### src/rtl/fetch_controller_pkg.sv
// Shared processor definitions: instruction type codes, field positions, fetch FSM states.
// Latency: n/a (definitions only).
// Backpressure: n/a.
// Instruction words are numbered MSB-first in the ISA manual (bit 0 = MSB); the
// positions below are the equivalent little-endian [31:0] indices.
package fetch_controller_pkg;

   localparam logic [1:0] R_TYPE = 2'b00;
   localparam logic [1:0] I_TYPE = 2'b01;
   localparam logic [1:0] S_TYPE = 2'b10;
   localparam logic [1:0] J_TYPE = 2'b11;

   // ISA Function[0:4] -> [31:27], Imm[5:28] -> [26:3], Type[29:30] -> [2:1], Stop[31] -> [0]
   localparam int FUNC_MSB = 31;
   localparam int FUNC_LSB = 27;
   localparam int IMM_MSB  = 26;
   localparam int IMM_LSB  = 3;
   localparam int TYPE_MSB = 2;
   localparam int TYPE_LSB = 1;
   localparam int STOP_BIT = 0;

   typedef enum logic [1:0] {
      ST_IDLE  = 2'd0,
      ST_FETCH = 2'd1,
      ST_HALT  = 2'd2,
      ST_FAULT = 2'd3
   } fetch_state_t;

   // Word-aligned and inside the instruction memory.
   function automatic logic pc_in_range(input logic [31:0] addr, input logic [31:0] words);
      return (addr[1:0] == 2'b00) && ({2'b00, addr[31:2]} < words);
   endfunction

endpackage

### src/rtl/fetch_controller_next_pc_unit.sv
// Next-PC computation: sequential or J-type target, plus legality of that target and of a redirect.
// Latency: purely combinational.
// Backpressure: none; the caller decides whether to load the result.
// Ports: pc/instruction/redirect_target in; fetch_next, fetch_next_ok, redirect_ok, is_stop out.
module next_pc_unit
   import fetch_controller_pkg::*;
#(
   parameter int unsigned IMEM_WORDS = 256
) (
   input  logic [31:0]      pc,
   input  logic [IMM_MSB:0] instruction,
   input  logic [31:0]      redirect_target,
   output logic [31:0]      fetch_next,
   output logic             fetch_next_ok,
   output logic             redirect_ok,
   output logic             is_stop
);

   logic [23:0] imm;
   logic [1:0]  itype;
   logic [31:0] seq_pc;
   logic [31:0] jump_offset;

   assign imm         = instruction[IMM_MSB:IMM_LSB];
   assign itype       = instruction[TYPE_MSB:TYPE_LSB];
   assign is_stop     = instruction[STOP_BIT];
   assign seq_pc      = pc + 32'd4;
   // Word offset, sign-extended and scaled to bytes; wrap past 2^32 is left to the range check.
   assign jump_offset = {{6{imm[23]}}, imm, 2'b00};

   assign fetch_next    = (itype == J_TYPE) ? (seq_pc + jump_offset) : seq_pc;
   assign fetch_next_ok = pc_in_range(fetch_next, 32'(IMEM_WORDS));
   assign redirect_ok   = pc_in_range(redirect_target, 32'(IMEM_WORDS));

endmodule

### src/rtl/fetch_controller.sv
// Instruction fetch stage: drives pc to imem, registers the returned word with its address.
// Latency: instruction at pc appears on if_instr one clock later; one instruction per unstalled cycle.
// Backpressure: stall freezes pc and if_* outputs; redirect overrides stall and flushes one cycle.
// Ports: clock, reset (async active-low), start, instruction, stall, redirect_valid/target in;
//        pc, if_instr, if_pc, if_valid, halted, fault out.
module fetch_controller
   import fetch_controller_pkg::*;
#(
   parameter logic [31:0] RESET_PC   = 32'h0000_0000,
   parameter int unsigned IMEM_WORDS = 256
) (
   input  logic        clock,
   input  logic        reset,
   input  logic        start,
   input  logic [31:0] instruction,
   input  logic        stall,
   input  logic        redirect_valid,
   input  logic [31:0] redirect_target,
   output logic [31:0] pc,
   output logic [31:0] if_instr,
   output logic [31:0] if_pc,
   output logic        if_valid,
   output logic        halted,
   output logic        fault
);

   fetch_state_t state_q, state_d;
   logic [31:0]  pc_d, if_instr_d, if_pc_d;
   logic         if_valid_d;

   logic [31:0]  fetch_next;
   logic         fetch_next_ok, redirect_ok, is_stop;

   next_pc_unit #(.IMEM_WORDS(IMEM_WORDS)) u_next_pc (
      .pc              (pc),
      .instruction     (instruction[IMM_MSB:0]),
      .redirect_target (redirect_target),
      .fetch_next      (fetch_next),
      .fetch_next_ok   (fetch_next_ok),
      .redirect_ok     (redirect_ok),
      .is_stop         (is_stop)
   );

   always_ff @(posedge clock or negedge reset) begin
      if (!reset) begin
         state_q  <= ST_IDLE;
         pc       <= RESET_PC;
         if_instr <= 32'd0;
         if_pc    <= 32'd0;
         if_valid <= 1'b0;
      end else begin
         state_q  <= state_d;
         pc       <= pc_d;
         if_instr <= if_instr_d;
         if_pc    <= if_pc_d;
         if_valid <= if_valid_d;
      end
   end

   always_comb begin
      state_d    = state_q;
      pc_d       = pc;
      if_instr_d = if_instr;
      if_pc_d    = if_pc;
      if_valid_d = if_valid;
      case (state_q)
         ST_IDLE: begin
            pc_d       = RESET_PC;
            if_valid_d = 1'b0;
            if (start) state_d = ST_FETCH;
         end
         ST_FETCH: begin
            if (start) begin
               pc_d       = RESET_PC;
               if_valid_d = 1'b0;
            end else if (redirect_valid) begin
               // Flush: the word at the old pc is dropped.
               if_valid_d = 1'b0;
               if (redirect_ok) pc_d = redirect_target;
               else             state_d = ST_FAULT;
            end else if (!stall) begin
               if (is_stop) begin
                  // Stop instruction is still delivered to decode; pc parks on it.
                  if_instr_d = instruction;
                  if_pc_d    = pc;
                  if_valid_d = 1'b1;
                  state_d    = ST_HALT;
               end else if (fetch_next_ok) begin
                  if_instr_d = instruction;
                  if_pc_d    = pc;
                  if_valid_d = 1'b1;
                  pc_d       = fetch_next;
               end else begin
                  // pc keeps its last legal value for debug.
                  if_valid_d = 1'b0;
                  state_d    = ST_FAULT;
               end
            end
         end
         ST_HALT, ST_FAULT: begin
            if_valid_d = 1'b0;
            if (start) begin
               pc_d    = RESET_PC;
               state_d = ST_FETCH;
            end
         end
         default: begin
            state_d    = ST_IDLE;
            pc_d       = RESET_PC;
            if_valid_d = 1'b0;
         end
      endcase
   end

   assign halted = (state_q == ST_HALT);
   assign fault  = (state_q == ST_FAULT);

endmodule

### config.mk
export PLATFORM = sky130hd
export DESIGN_NAME = fetch_controller
export DESIGN_NICKNAME = d
export VERILOG_FILES = /design/src/rtl/fetch_controller_pkg.sv /design/src/rtl/fetch_controller_next_pc_unit.sv /design/src/rtl/fetch_controller.sv
export SDC_FILE = /design/constraint.sdc
export NUM_CORES = 1
export LEC_CHECK = 0
export ABC_AREA = 1
export BUFFER_PORTS_ARGS = -buffer_cell sky130_fd_sc_hd__buf_4
export CORE_AREA = 2 2 117 119
export CTS_CLUSTER_SIZE = 28
export DETAILED_ROUTE_END_ITERATION = 7
export DIE_AREA = 0 0 119 121
export PLACE_DENSITY = 0.78
export SLEW_MARGIN = 20
export SYNTH_ARGS = -nofsm -noshare
export SYNTH_HDL_FRONTEND = slang
export SYNTH_SLANG_ARGS = --single-unit
### constraint.sdc
create_clock -name clock -period 7.1 [get_ports clock]
set_clock_uncertainty 0.15 [all_clocks]
set_input_delay 0.71 -clock clock [delete_from_list [all_inputs] [get_ports clock]]
set_output_delay 0.71 -clock clock [all_outputs]
set_load 0.005 [all_outputs]
==> out/results.tsv, run 1 <==
stage	metric	value	unit
layout	diodes	0	
timing	final_max_slew_viol_count	0	
power_and_ir_drop	power.static_leakage	4.92	nW
logic_synthesis	synth_nets	1219	
timing	max_slew.worst_pin.slew	1100	ps
floorplan	num_io_pins	168	
clock_tree	root_buffer	sky130_fd_sc_hd__clkbuf_16	
timing	timing_hold_violations_final	0	
floorplan	die-height	121	um
grt	first_global_vias	7255	
routing	detail_route.drc_violations	0	
outcome	outcome	finished clean	
grt	globalRouteTotalUtil	30.9	%
layout	area_growth	23.2	%
logic_synthesis	yosysMostFrequentCell	sky130_fd_sc_hd__nand2_1	
logic_synthesis	asyncSetResetFlopFracSynth	100	%
floorplan	initial_utilization	55.1	%
clock_tree	clkLatencyLatePin	350	ps
timing	slew_headroom	26.3	%
layout	layoutNonFillerInstCount	1455	
logic_synthesis	synth_largest_type_area_fraction	34.4	%
logic_synthesis	synthTopCellsByCount	sky130_fd_sc_hd__nand2_1 (408), sky130_fd_sc_hd__inv_1 (150), sky130_fd_sc_hd__nor2_1 (100)	
grt	largest_net_degree_at_the_start_of_global_routing	101	
logic_synthesis	yosys_reg_bits	99	
timing	timing.setup.tns	0	ps
grt	grt-ovfl-total	0	
critical_path	cp-end-kind	flip-flop	
placed_design	place_inst	1439	
logic_synthesis	post_synth_num_cell_types	35	
layout	final_layout_size_suffix_gt1_share	16.6	%
logic_synthesis	synthCells	1117	
placed_design	dp.final_hpwl	16900	um
floorplan	fp.dieArea	0.0144	mm2
logic_synthesis	synth_edf_count	0	
critical_path	critical_path_peak_fanout	100	
routing	detailroute.via_count	7797	
clock_tree	cts_post_setup_buffers_inserted	0	
clock_tree	clock-sinks	99	
clock_tree	cts_h_tree_lvls	3	
clock_tree	clk_transition_reported_paths	80	ps
logic_synthesis	synthesis.area_per_instance	6.45	um2
placed_design	io_buffers	167	
min_path	hp-class	input pin to asynchronous set/reset pin	
critical_path	worstSetupPathType	flip-flop to flip-flop	
grt	antenna_violations_before_repair	0	
power_and_ir_drop	p_per_area	224	mW/mm2
timing	clock.fmax	184	MHz
timing	rsz0062_at_grt	false	
routing	detail_route.iter0.violations	524	
timing	final.min_clock_period	5430	ps
critical_path	setup.worst_path.start_class	flip-flop	
clock_tree	post_cts_repair_resize_count	0	
job	cap_viol_max_count	0	
power_and_ir_drop	power.ir.vdd_worst	0.000156	V
layout	layout.filler_cells	1225	
grt	grt_pass1_wl	35400	um
logic_synthesis	post-synth-top-area-cell	sky130_fd_sc_hd__dfrtp_1	
clock_tree	cts_max_path_buffers	2	
critical_path	critical_path_arrival	5460	ps
placed_design	place_congestion	0.998	
logic_synthesis	synth.yosys.seq_area_share	34.4	%
routing	total_wirelength_of_the_detailed_routed_design	21800	um
clock_tree	hold_buffers	0	
routing	detail-route-antenna-nets	0	
routing	routedWlPerCell	15.0	um
clock_tree	tritoncts	done	
layout	final_nets	1376	
logic_synthesis	commonest_register_cell_after_synthesis	sky130_fd_sc_hd__dfrtp_1	
floorplan	floorplan.rows	42	
timing	fin_crit_sh	76.4	%
timing	timing.final.setup_violations	0	
logic_synthesis	synth-warning-count	0	
routing	viasPerCell	5.36	
floorplan	design.core.area	0.0131	mm2
clock_tree	numCtsBuffers	9	
routing	first_pass_iters	5	
critical_path	worst_ep_required_time	7140	ps
logic_synthesis	netlist_area	0.00721	mm2
floorplan	die_width	119	um
logic_synthesis	yosys-top-cells-area	sky130_fd_sc_hd__dfrtp_1 (34%), sky130_fd_sc_hd__nand2_1 (21%), sky130_fd_sc_hd__inv_1 (7.8%)	
flip-flops by register name, indices dropped and copies added, names as in the netlist:
signal    flops
if_valid      1
if_instr     32
state_q       2
pc           32
if_pc        32
per-layer routing:
metal	track usage [%]	vias to the layer above	wire, um
met4	12.3	0	738
met5	0	-	0
met3	5.17	51	1850
li1	-	3824	-
met2	48.8	366	9680
met1	42.5	3556	9510
worst max-delay path: stages, from the launching register on:
cell and delay (ps):
sky130_fd_sc_hd__dfrtp_1 450, sky130_fd_sc_hd__ha_1 250, sky130_fd_sc_hd__nand3_1 200, sky130_fd_sc_hd__inv_2 110, sky130_fd_sc_hd__nand2_2 80, sky130_fd_sc_hd__nor2_2 150, sky130_fd_sc_hd__nand2_1 110, sky130_fd_sc_hd__nor2_1 150
sky130_fd_sc_hd__xor2_1 110, sky130_fd_sc_hd__ha_1 370, sky130_fd_sc_hd__nand2_1 120, sky130_fd_sc_hd__nor2_1 160, sky130_fd_sc_hd__inv_1 70, sky130_fd_sc_hd__nor3_1 200, sky130_fd_sc_hd__nand3_1 160, sky130_fd_sc_hd__nand2_1 100
sky130_fd_sc_hd__nand2_1 50, sky130_fd_sc_hd__nand3_1 70, sky130_fd_sc_hd__nand2_1 70, sky130_fd_sc_hd__nor2_1 180, sky130_fd_sc_hd__nand2_1 120, sky130_fd_sc_hd__nor2_1 200, sky130_fd_sc_hd__nand2_1 100, sky130_fd_sc_hd__nand2_2 440
sky130_fd_sc_hd__nand2_4 690, sky130_fd_sc_hd__nand2_1 240, sky130_fd_sc_hd__o21ai_1 110
stage by stage:
step           worst slack (ps)  hold slack, ps  power [mW]  instance area (um2)  utilization (%)
3_5_place_dp               1770             310        1.47                 8580             65.6
4_1_cts                    1730            93.7        1.99                 8880             67.9
6_report                   1670            85.8        1.99                 8880             67.9
2_1_floorplan              3510             264        1.14                 7210                -
3_3_place_gp               1960             305        1.46                 8580             65.6
5_1_grt                    1050             107        2.11                 8880             67.9
cells by family after synthesis:
family,synth area share (%)
adders and majority gates,5.83
buffers and inverters,10.3
AOI/OAI and AO/OA,7.40
DFF,34.4
and+or+nand+nor,39.7
xor gates and xnor gates,2.43
final timing paths:
kind | start | cells past startpoint | endpoint | slack [ps]
hold reg to reg | if_instr[25]$_DFFE_PN0P_ | 2 | if_instr[25]$_DFFE_PN0P_ | 330
min in group clock | if_instr[25]$_DFFE_PN0P_ | 2 | if_instr[25]$_DFFE_PN0P_ | 330
max in group asynchronous | reset | 2 | pc[20]$_DFFE_PN0P_ | 5490
hold / removal | reset | 1 | if_instr[1]$_DFFE_PN0P_ | 90
setup reg to reg | pc[2]$_DFFE_PN0P_ | 26 | if_pc[15]$_DFFE_PN0P_ | 1670
setup / recovery | pc[2]$_DFFE_PN0P_ | 26 | if_pc[15]$_DFFE_PN0P_ | 1670
report_power, final:
part | switching, mW | internal [mW] | leakage (nW)
registers | 0.0850 | 0.687 | 1.33
clock network | 0.234 | 0.278 | 0.143
logic | 0.393 | 0.310 | 3.44
final cells by class:
type,count,area (um2),share of cell area [%]
sequential,99,2480,27.9
timing repair buffer,171,1280,14.5
inverter,161,604,6.81
tap,176,220,2.48
clock inverter,6,72.6,0.817
multi-input combinational,832,3990,45.0
clock buffer,10,229,2.58
placed cells by master, fill, tap and decap left out, types with 4 or more instances in the layout:
cell	n
sky130_fd_sc_hd__nand2_1	408
sky130_fd_sc_hd__o21ai_1	36
sky130_fd_sc_hd__nand3b_1	11
sky130_fd_sc_hd__buf_4	171
sky130_fd_sc_hd__ha_1	32
sky130_fd_sc_hd__nor3_2	6
sky130_fd_sc_hd__clkbuf_16	9
sky130_fd_sc_hd__and2_1	5
sky130_fd_sc_hd__a21oi_1	28
sky130_fd_sc_hd__nor2_2	4
sky130_fd_sc_hd__nor4_1	7
sky130_fd_sc_hd__nand3_1	99
sky130_fd_sc_hd__o21ai_0	35
sky130_fd_sc_hd__inv_2	9
sky130_fd_sc_hd__nand4_1	12
sky130_fd_sc_hd__xor2_1	19
sky130_fd_sc_hd__nor2_1	99
sky130_fd_sc_hd__inv_1	150
sky130_fd_sc_hd__nor3_1	17
sky130_fd_sc_hd__dfrtp_1	99
Power figures use the tool's default switching activity.
==> inputs of run 2 (changes only) <==
Settings changed: CORE_AREA 2 2 117 119 to 2 2 118 120, DIE_AREA 0 0 119 121 to 0 0 120 122, PLACE_DENSITY 0.78 to 0.77.
Clock period 7.1 ns to 5.3 ns, I/O delays scaled along.
==> run 2 against run 1 <==
Compared with the run above:
- utilization is 1.8 points lower
- die area is 1.7% higher
- sequential power is 35% higher
- maximum frequency is 15% higher
- critical path type unchanged
- setup slack worse by 1100 ps
- flip-flop and latch count stayed put
- register-to-register slack worse by 1100 ps
- critical endpoint is now if_pc[9]$_DFFE_PN0P_
- first-iteration DRC count is 5.0% lower
==> out/results.tsv, run 2 (same netlist as run 1, synthesis figures left out) <==
stage	metric	value	unit	change
grt	largest_net_degree_at_the_start_of_global_routing	55		was 101
outcome	outcome	finished clean		unchanged
clock_tree	cts_max_path_buffers	2		unchanged
clock_tree	clock-sinks	99		unchanged
routing	first_pass_iters	6		was 5
layout	layout.cells.most_common_list	sky130_fd_sc_hd__nand2_1 (408), sky130_fd_sc_hd__buf_4 (174), sky130_fd_sc_hd__inv_1 (150)		was sky130_fd_sc_hd__nand2_1 (408), sky130_fd_sc_hd__buf_4 (171), sky130_fd_sc_hd__inv_1 (150)
placed_design	place_inst	1447		was 1439
timing	final_max_slew_viol_count	0		unchanged
clock_tree	numCtsBuffers	9		unchanged
placed_design	io_buffers	167		unchanged
routing	detailroute.via_count	7753		was 7797
routing	routedWlPerCell	14.8	um	was 15.0 um
min_path	hp-class	input pin to asynchronous set/reset pin		unchanged
critical_path	cp-end-kind	flip-flop		unchanged
layout	final_nets	1380		was 1376
floorplan	num_io_pins	168		unchanged
grt	antenna_violations_before_repair	0		unchanged
placed_design	dp.final_hpwl	17300	um	was 16900 um
layout	diodes	0		unchanged
critical_path	reg2reg_setup_slack	580	ps	was 1670 ps
clock_tree	clk_transition_reported_paths	70	ps	was 80 ps
routing	detail_route.iter0.violations	498		was 524
routing	detail_route.drc_violations	0		unchanged
critical_path	critical_path_peak_fanout	54		was 100
routing	detail-route-antenna-nets	0		unchanged
job	cap_viol_max_count	0		unchanged
critical_path	worst_ep_required_time	5390	ps	was 7140 ps
floorplan	die_width	120	um	was 119 um
clock_tree	clkLatencyLatePin	360	ps	was 350 ps
timing	max_slew.worst_pin.slew	630	ps	was 1100 ps
layout	layout.cells.most_common	sky130_fd_sc_hd__nand2_1		unchanged
layout	final_layout_size_suffix_gt1_share	16.8	%	was 16.6%
timing	timing.final.setup_violations	0		unchanged
critical_path	critical_path_arrival	4810	ps	was 5460 ps
clock_tree	post_cts_repair_resize_count	0		unchanged
floorplan	floorplan.rows	43		was 42
grt	globalRouteTotalUtil	30.3	%	was 30.9%
power_and_ir_drop	power.ir.vdd_worst	0.000170	V	was 0.000156 V
critical_path	worstSetupPathType	flip-flop to flip-flop		unchanged
layout	layoutNonFillerInstCount	1463		was 1455
timing	slew_headroom	58.0	%	was 26.3%
clock_tree	hold_buffers	0		unchanged
floorplan	initial_utilization	53.4	%	was 55.1%
clock_tree	root_buffer	sky130_fd_sc_hd__clkbuf_16		unchanged
routing	viasPerCell	5.30		was 5.36
layout	area_growth	23.9	%	was 23.2%
power_and_ir_drop	power.static_leakage	4.95	nW	was 4.92 nW
power_and_ir_drop	p_per_area	299	mW/mm2	was 224 mW/mm2
floorplan	design.core.area	0.0135	mm2	was 0.0131 mm2
clock_tree	tritoncts	done		unchanged
grt	first_global_vias	7184		was 7255
floorplan	fp.dieArea	0.0146	mm2	was 0.0144 mm2
routing	total_wirelength_of_the_detailed_routed_design	21700	um	was 21800 um
clock_tree	cts_h_tree_lvls	3		unchanged
timing	timing.setup.tns	0	ps	unchanged
layout	multi_input_area	0.00399	mm2	unchanged
timing	final.min_clock_period	4720	ps	was 5430 ps
timing	fin_crit_sh	89.0	%	was 76.4%
floorplan	die-height	122	um	was 121 um
placed_design	place_congestion	0.997		was 0.998
layout	layout.filler_cells	1269		was 1225
clock_tree	cts_post_setup_buffers_inserted	0		unchanged
layout	register_area	0.00248	mm2	unchanged
layout	reg.largest.list	if_instr (32), if_pc (32), pc (32)		unchanged
timing	timing_hold_violations_final	0		unchanged
grt	grt-ovfl-total	0		unchanged
critical_path	setup.worst_path.start_class	flip-flop		unchanged
grt	grt_pass1_wl	35000	um	was 35400 um
timing	clock.fmax	212	MHz	was 184 MHz
timing	rsz0062_at_grt	false		unchanged
run 2: per-layer routing:
metal  vias up  GRT usage [%]  routed length (um)
li1       3849              -                   -
met1      3535           41.9                9630
met2       310           47.4                9620
met3        59           3.51                1530
met4         0           15.3                 916
met5         -              0                   0
run 2: area by class of cell:
| class | instances | share of cell area (%) |
|---|---|---|
| Multi-Input combinational cell | 832 | 44.7 |
| Tap cell | 180 | 2.52 |
| Clock buffer | 10 | 2.57 |
| Inverter | 161 | 6.77 |
| Clock inverter | 6 | 0.799 |
| Sequential cell | 99 | 27.8 |
| Timing Repair Buffer | 175 | 14.9 |
run 2: per-stage QoR:
step | worst slack, ps | area (um2) | power [mW] | hold WS (ps) | utilization, %
5_1_grt | 129 | 8930 | 2.84 | 78.5 | 66.1
4_1_cts | 622 | 8930 | 2.67 | 47.1 | 66.1
6_report | 581 | 8930 | 2.67 | 21.0 | 66.1
2_1_floorplan | 1710 | 7210 | 1.52 | 84.4 | -
3_5_place_dp | 666 | 8630 | 1.99 | 312 | 63.9
3_3_place_gp | 764 | 8630 | 1.96 | 306 | 63.9
run 2: critical path, cell delays in order (launching register included):
cell and delay (ps):
sky130_fd_sc_hd__dfrtp_1 470, sky130_fd_sc_hd__ha_1 260, sky130_fd_sc_hd__nand3_1 170, sky130_fd_sc_hd__inv_2 100
sky130_fd_sc_hd__nand2_2 80, sky130_fd_sc_hd__nor2_2 150, sky130_fd_sc_hd__nand2_1 110, sky130_fd_sc_hd__nor2_1 130
sky130_fd_sc_hd__xor2_1 260, sky130_fd_sc_hd__ha_1 270, sky130_fd_sc_hd__nand2_1 130, sky130_fd_sc_hd__nor2_1 160
sky130_fd_sc_hd__inv_1 80, sky130_fd_sc_hd__nor3_1 220, sky130_fd_sc_hd__nand3_1 180, sky130_fd_sc_hd__nand2_1 100
sky130_fd_sc_hd__nand2_1 50, sky130_fd_sc_hd__nand3_1 80, sky130_fd_sc_hd__nand2_1 60, sky130_fd_sc_hd__nor2_1 200
sky130_fd_sc_hd__nand2_1 70, sky130_fd_sc_hd__nor2_1 170, sky130_fd_sc_hd__nand2_1 90, sky130_fd_sc_hd__nand2_2 90
sky130_fd_sc_hd__nand2_4 270, sky130_fd_sc_hd__buf_12 300, sky130_fd_sc_hd__nand2_1 80, sky130_fd_sc_hd__o21ai_1 60
run 2: report_power, final:
group          internal, mW  switching, mW  leakage [nW]
combinational         0.419          0.519          3.47
sequential            0.921          0.121          1.33
clock                 0.373          0.316         0.145
run 2: path summary, 6_finish.rpt:
check                                              start                        to  cells past startpoint
worst max-delay path                   pc[2]$_DFFE_PN0P_      if_pc[9]$_DFFE_PN0P_                     27
worst min-delay path                               reset      if_pc[5]$_DFFE_PN0P_                      1
worst max register to register         pc[2]$_DFFE_PN0P_      if_pc[9]$_DFFE_PN0P_                     27
worst min register to register  if_instr[11]$_DFFE_PN0P_  if_instr[11]$_DFFE_PN0P_                      2
max in group asynchronous                          reset  if_instr[13]$_DFFE_PN0P_                      2
min in group clock                                 start    state_q[1]$_DFFE_PN0P_                      2
==> inputs of run 3 (changes only) <==
Settings changed: ABC_CLOCK_PERIOD_IN_PS set to 5300, CORE_AREA 2 2 118 120 to 2 2 117 119, CTS_BUF_LIST set to sky130_fd_sc_hd__clkbuf_4, DIE_AREA 0 0 120 122 to 0 0 119 121, PLACE_DENSITY 0.77 to 0.78, SKIP_LAST_GASP set to 1.
==> run 3 against run 2 <==
Compared with the run above:
- wire length down 0.41%
- largest power group unchanged
- utilization up 1.0 points
- largest cell class unchanged
- die area down 1.6%
- first-iteration DRC count up 3.4%
- highest routed layer unchanged
- combinational power about the same
- count of clock-buffer cells in the layout unchanged
- sequential share of layout area up 0.45 points
- global-route usage up 0.35 points
- clock power down 36%
==> out/results.tsv, run 3 (same netlist as run 1, synthesis figures left out) <==
stage	metric	value	unit	change
layout	layout.cells.most_common_list	sky130_fd_sc_hd__nand2_1 (407), sky130_fd_sc_hd__buf_4 (174), sky130_fd_sc_hd__inv_1 (150)		was sky130_fd_sc_hd__nand2_1 (408), sky130_fd_sc_hd__buf_4 (174), sky130_fd_sc_hd__inv_1 (150)
layout	area_growth	21.9	%	was 23.9%
floorplan	num_io_pins	168		unchanged
critical_path	worst_path_dominant_cell_family	simple AND/OR/NAND/NOR gates		unchanged
timing	final_max_slew_viol_count	0		unchanged
power_and_ir_drop	sw_frac_of_total	38.0	%	was 35.8%
critical_path	setup.worst_path.start_class	flip-flop		unchanged
power_and_ir_drop	netSwitchingPower	0.917	mW	was 0.957 mW
placed_design	io_buffers	167		unchanged
critical_path	critical_path_arrival	5040	ps	was 4810 ps
layout	final_util	67.1	%	was 66.1%
timing	fin_crit_sh	90.9	%	was 89.0%
clock_tree	cts_h_tree_lvls	3		unchanged
critical_path	reg2reg_setup_slack	480	ps	was 580 ps
clock_tree	clkLatencyLatePin	500	ps	was 360 ps
min_path	min_delay_path_depth	2		
timing	timing_hold_violations_final	0		unchanged
critical_path	worstSetupPathType	flip-flop to flip-flop		unchanged
min_path	hp-class	input pin to flip-flop		was input pin to asynchronous set/reset pin
timing	timing.setup.tns	0	ps	unchanged
critical_path	crit_path_frequent_cell	sky130_fd_sc_hd__nand2_1		unchanged
power_and_ir_drop	internal_power	1.49	mW	was 1.71 mW
layout	layout.cells.most_common	sky130_fd_sc_hd__nand2_1		unchanged
floorplan	die_width	119	um	was 120 um
critical_path	critical_path.reg2reg.endpoint	if_pc[19]$_DFFE_PN0P_		was if_pc[9]$_DFFE_PN0P_
outcome	outcome	finished clean		unchanged
layout	final_layout_size_suffix_gt1_share	17.1	%	was 16.8%
timing	timing.final.setup_violations	0		unchanged
grt	grt_util_met1	42.5	%	was 41.9%
clock_tree	tritoncts	done		unchanged
clock_tree	clk_transition_reported_paths	170	ps	was 70 ps
critical_path	worst_path_slowest_cell	sky130_fd_sc_hd__dfrtp_1		unchanged
layout	final_nets	1381		was 1380
critical_path	worst_ep_required_time	5520	ps	was 5390 ps
grt	top_usage_layer_grt	met2		unchanged
critical_path	critical_path_peak_fanout	71		was 54
layout	reg.largest.list	if_instr (32), if_pc (32), pc (32)		unchanged
grt	antenna_violations_before_repair	0		unchanged
timing	rsz0062_at_grt	false		unchanged
routing	detail_route.drc_violations	0		unchanged
critical_path	critical_path.n_buffers_inverters	3		unchanged
critical_path	timing.rr.start	pc[2]$_DFFE_PN0P_		unchanged
clock_tree	numCtsBuffers	9		unchanged
floorplan	fp.dieArea	0.0144	mm2	was 0.0146 mm2
layout	diodes	0		unchanged
routing	routedWlPerCell	14.8	um	about the same
clock_tree	root_buffer	sky130_fd_sc_hd__clkbuf_4		was sky130_fd_sc_hd__clkbuf_16
power_and_ir_drop	p_per_area	274	mW/mm2	was 299 mW/mm2
routing	viasPerCell	5.29		was 5.30
power_and_ir_drop	seq_power_share	42.7	%	was 39.0%
routing	detail-route-antenna-nets	0		unchanged
floorplan	initial_utilization	55.1	%	was 53.4%
grt	grt_util_met2	47.7	%	was 47.4%
routing	first_pass_iters	5		was 6
routing	detail_route.iter0.violations	515		was 498
floorplan	die-height	121	um	was 122 um
critical_path	reg2reg_depth	27		unchanged
grt	grt-ovfl-total	0		unchanged
grt	globalRouteTotalUtil	30.7	%	was 30.3%
grt	gr-usage-met3	4.70	%	was 3.51%
placed_design	dp.final_hpwl	17300	um	about the same
clock_tree	clock-sinks	99		unchanged
min_path	min-delay-start	start		
power_and_ir_drop	share_clk_of_total_power	18.3	%	was 25.8%
clock_tree	cts_max_path_buffers	2		unchanged
floorplan	floorplan.rows	42		was 43
grt	grt_pass1_wl	35100	um	was 35000 um
timing	clock.fmax	208	MHz	was 212 MHz
power_and_ir_drop	combinationalPowerShare	39.0	%	was 35.1%
grt	first_global_vias	7138		was 7184
grt	largest_net_degree_at_the_start_of_global_routing	72		was 55
timing	max_slew.worst_pin.slew	803	ps	was 630 ps
placed_design	place_congestion	1.02		was 0.997
power_and_ir_drop	power.static_leakage	4.89	nW	was 4.95 nW
power_and_ir_drop	power.ir.vdd_worst	0.000236	V	was 0.000170 V
timing	final.min_clock_period	4820	ps	was 4720 ps
critical_path	cp-end-kind	flip-flop		unchanged
floorplan	design.core.area	0.0131	mm2	was 0.0135 mm2
critical_path	cp_slowest_stage_delay	490	ps	was 470 ps
routing	detailroute.via_count	7723		was 7753
timing	slew_headroom	46.5	%	was 58.0%
routing	total_wirelength_of_the_detailed_routed_design	21600	um	was 21700 um
min_path	hold_path_end	state_q[1]$_DFFE_PN0P_		
job	cap_viol_max_count	0		unchanged
run 3: power by group through the flow:
stage,clock network [mW],registers [mW],logic (mW)
2_1_floorplan,0,1.05,0.478
3_3_place_gp,0,1.04,0.922
3_5_place_dp,0,1.05,0.928
4_1_cts,0.447,1.03,0.934
5_1_grt,0.480,1.05,1.05
6_report,0.441,1.03,0.940
run 3: how the worst max path moves through the flow:
stage	to	slack (ps)	cells after the start	startpoint
floorplan	if_pc[10]$_DFFE_PN0P_	1710	25	pc[2]$_DFFE_PN0P_
global placement	pc[27]$_DFFE_PN0P_	660	25	pc[2]$_DFFE_PN0P_
detailed placement	pc[22]$_DFFE_PN0P_	600	25	pc[2]$_DFFE_PN0P_
CTS	pc[20]$_DFFE_PN0P_	520	25	pc[2]$_DFFE_PN0P_
global route	if_pc[14]$_DFFE_PN0P_	80	27	pc[2]$_DFFE_PN0P_
finish	if_pc[19]$_DFFE_PN0P_	480	27	pc[2]$_DFFE_PN0P_
run 3: cell type report:
| class | count | area [um2] |
|---|---|---|
| clock buffers | 10 | 75.1 |
| multi-input cells | 832 | 4000 |
| flip-flops and latches | 99 | 2480 |
| fillers | 1238 | 4300 |
| well taps | 176 | 220 |
| repair buffers | 176 | 1340 |
| clock inverters | 6 | 71.3 |
| inverters | 161 | 604 |
run 3: worst register-to-register path, stage by stage, from the launching register on:
cell	delay [ps]
sky130_fd_sc_hd__dfrtp_1	490
sky130_fd_sc_hd__ha_1	270
sky130_fd_sc_hd__nand3_1	180
sky130_fd_sc_hd__inv_2	110
sky130_fd_sc_hd__nand2_2	80
sky130_fd_sc_hd__nor2_2	160
sky130_fd_sc_hd__nand2_1	110
sky130_fd_sc_hd__nor2_1	150
sky130_fd_sc_hd__xor2_1	270
sky130_fd_sc_hd__ha_1	270
sky130_fd_sc_hd__nand2_1	130
sky130_fd_sc_hd__nor2_1	190
sky130_fd_sc_hd__inv_1	100
sky130_fd_sc_hd__nor3_2	230
sky130_fd_sc_hd__nand3_1	180
sky130_fd_sc_hd__nand2_1	100
sky130_fd_sc_hd__nand2_1	50
sky130_fd_sc_hd__nand3_1	60
sky130_fd_sc_hd__nand2_1	50
sky130_fd_sc_hd__nor2_1	190
sky130_fd_sc_hd__nand2_1	80
sky130_fd_sc_hd__nor2_1	180
sky130_fd_sc_hd__nand2_1	100
sky130_fd_sc_hd__nand2_2	110
sky130_fd_sc_hd__nand2_4	220
sky130_fd_sc_hd__buf_12	280
sky130_fd_sc_hd__nand2_1	160
sky130_fd_sc_hd__o21ai_1	70
run 3: routing by layer:
layer | vias up | share of wire, %
li1 | 3842 | -
met1 | 3448 | 44
met2 | 372 | 44
met3 | 61 | 8.6
met4 | 0 | 3.5
met5 | - | 0
run 3: stage by stage:
step	hold slack, ps	setup slack (ps)	instances	total power [mW]	area [um2]
finish	68.0	484	1460	2.41	8780
global route	54.6	83.5	1460	2.58	8780
CTS	42.5	520	1460	2.41	8780
detailed placement	310	596	1443	1.97	8620
global placement	304	658	1443	1.96	8620
floorplan	84.4	1710	1117	1.52	7210
run 3: repair_timing:
item,CTS,global route
setup endpoints to repair,0,22
buffers inserted,0,0
hold endpoints to repair,32,0
hold buffers,1,0
resized for setup,0,2
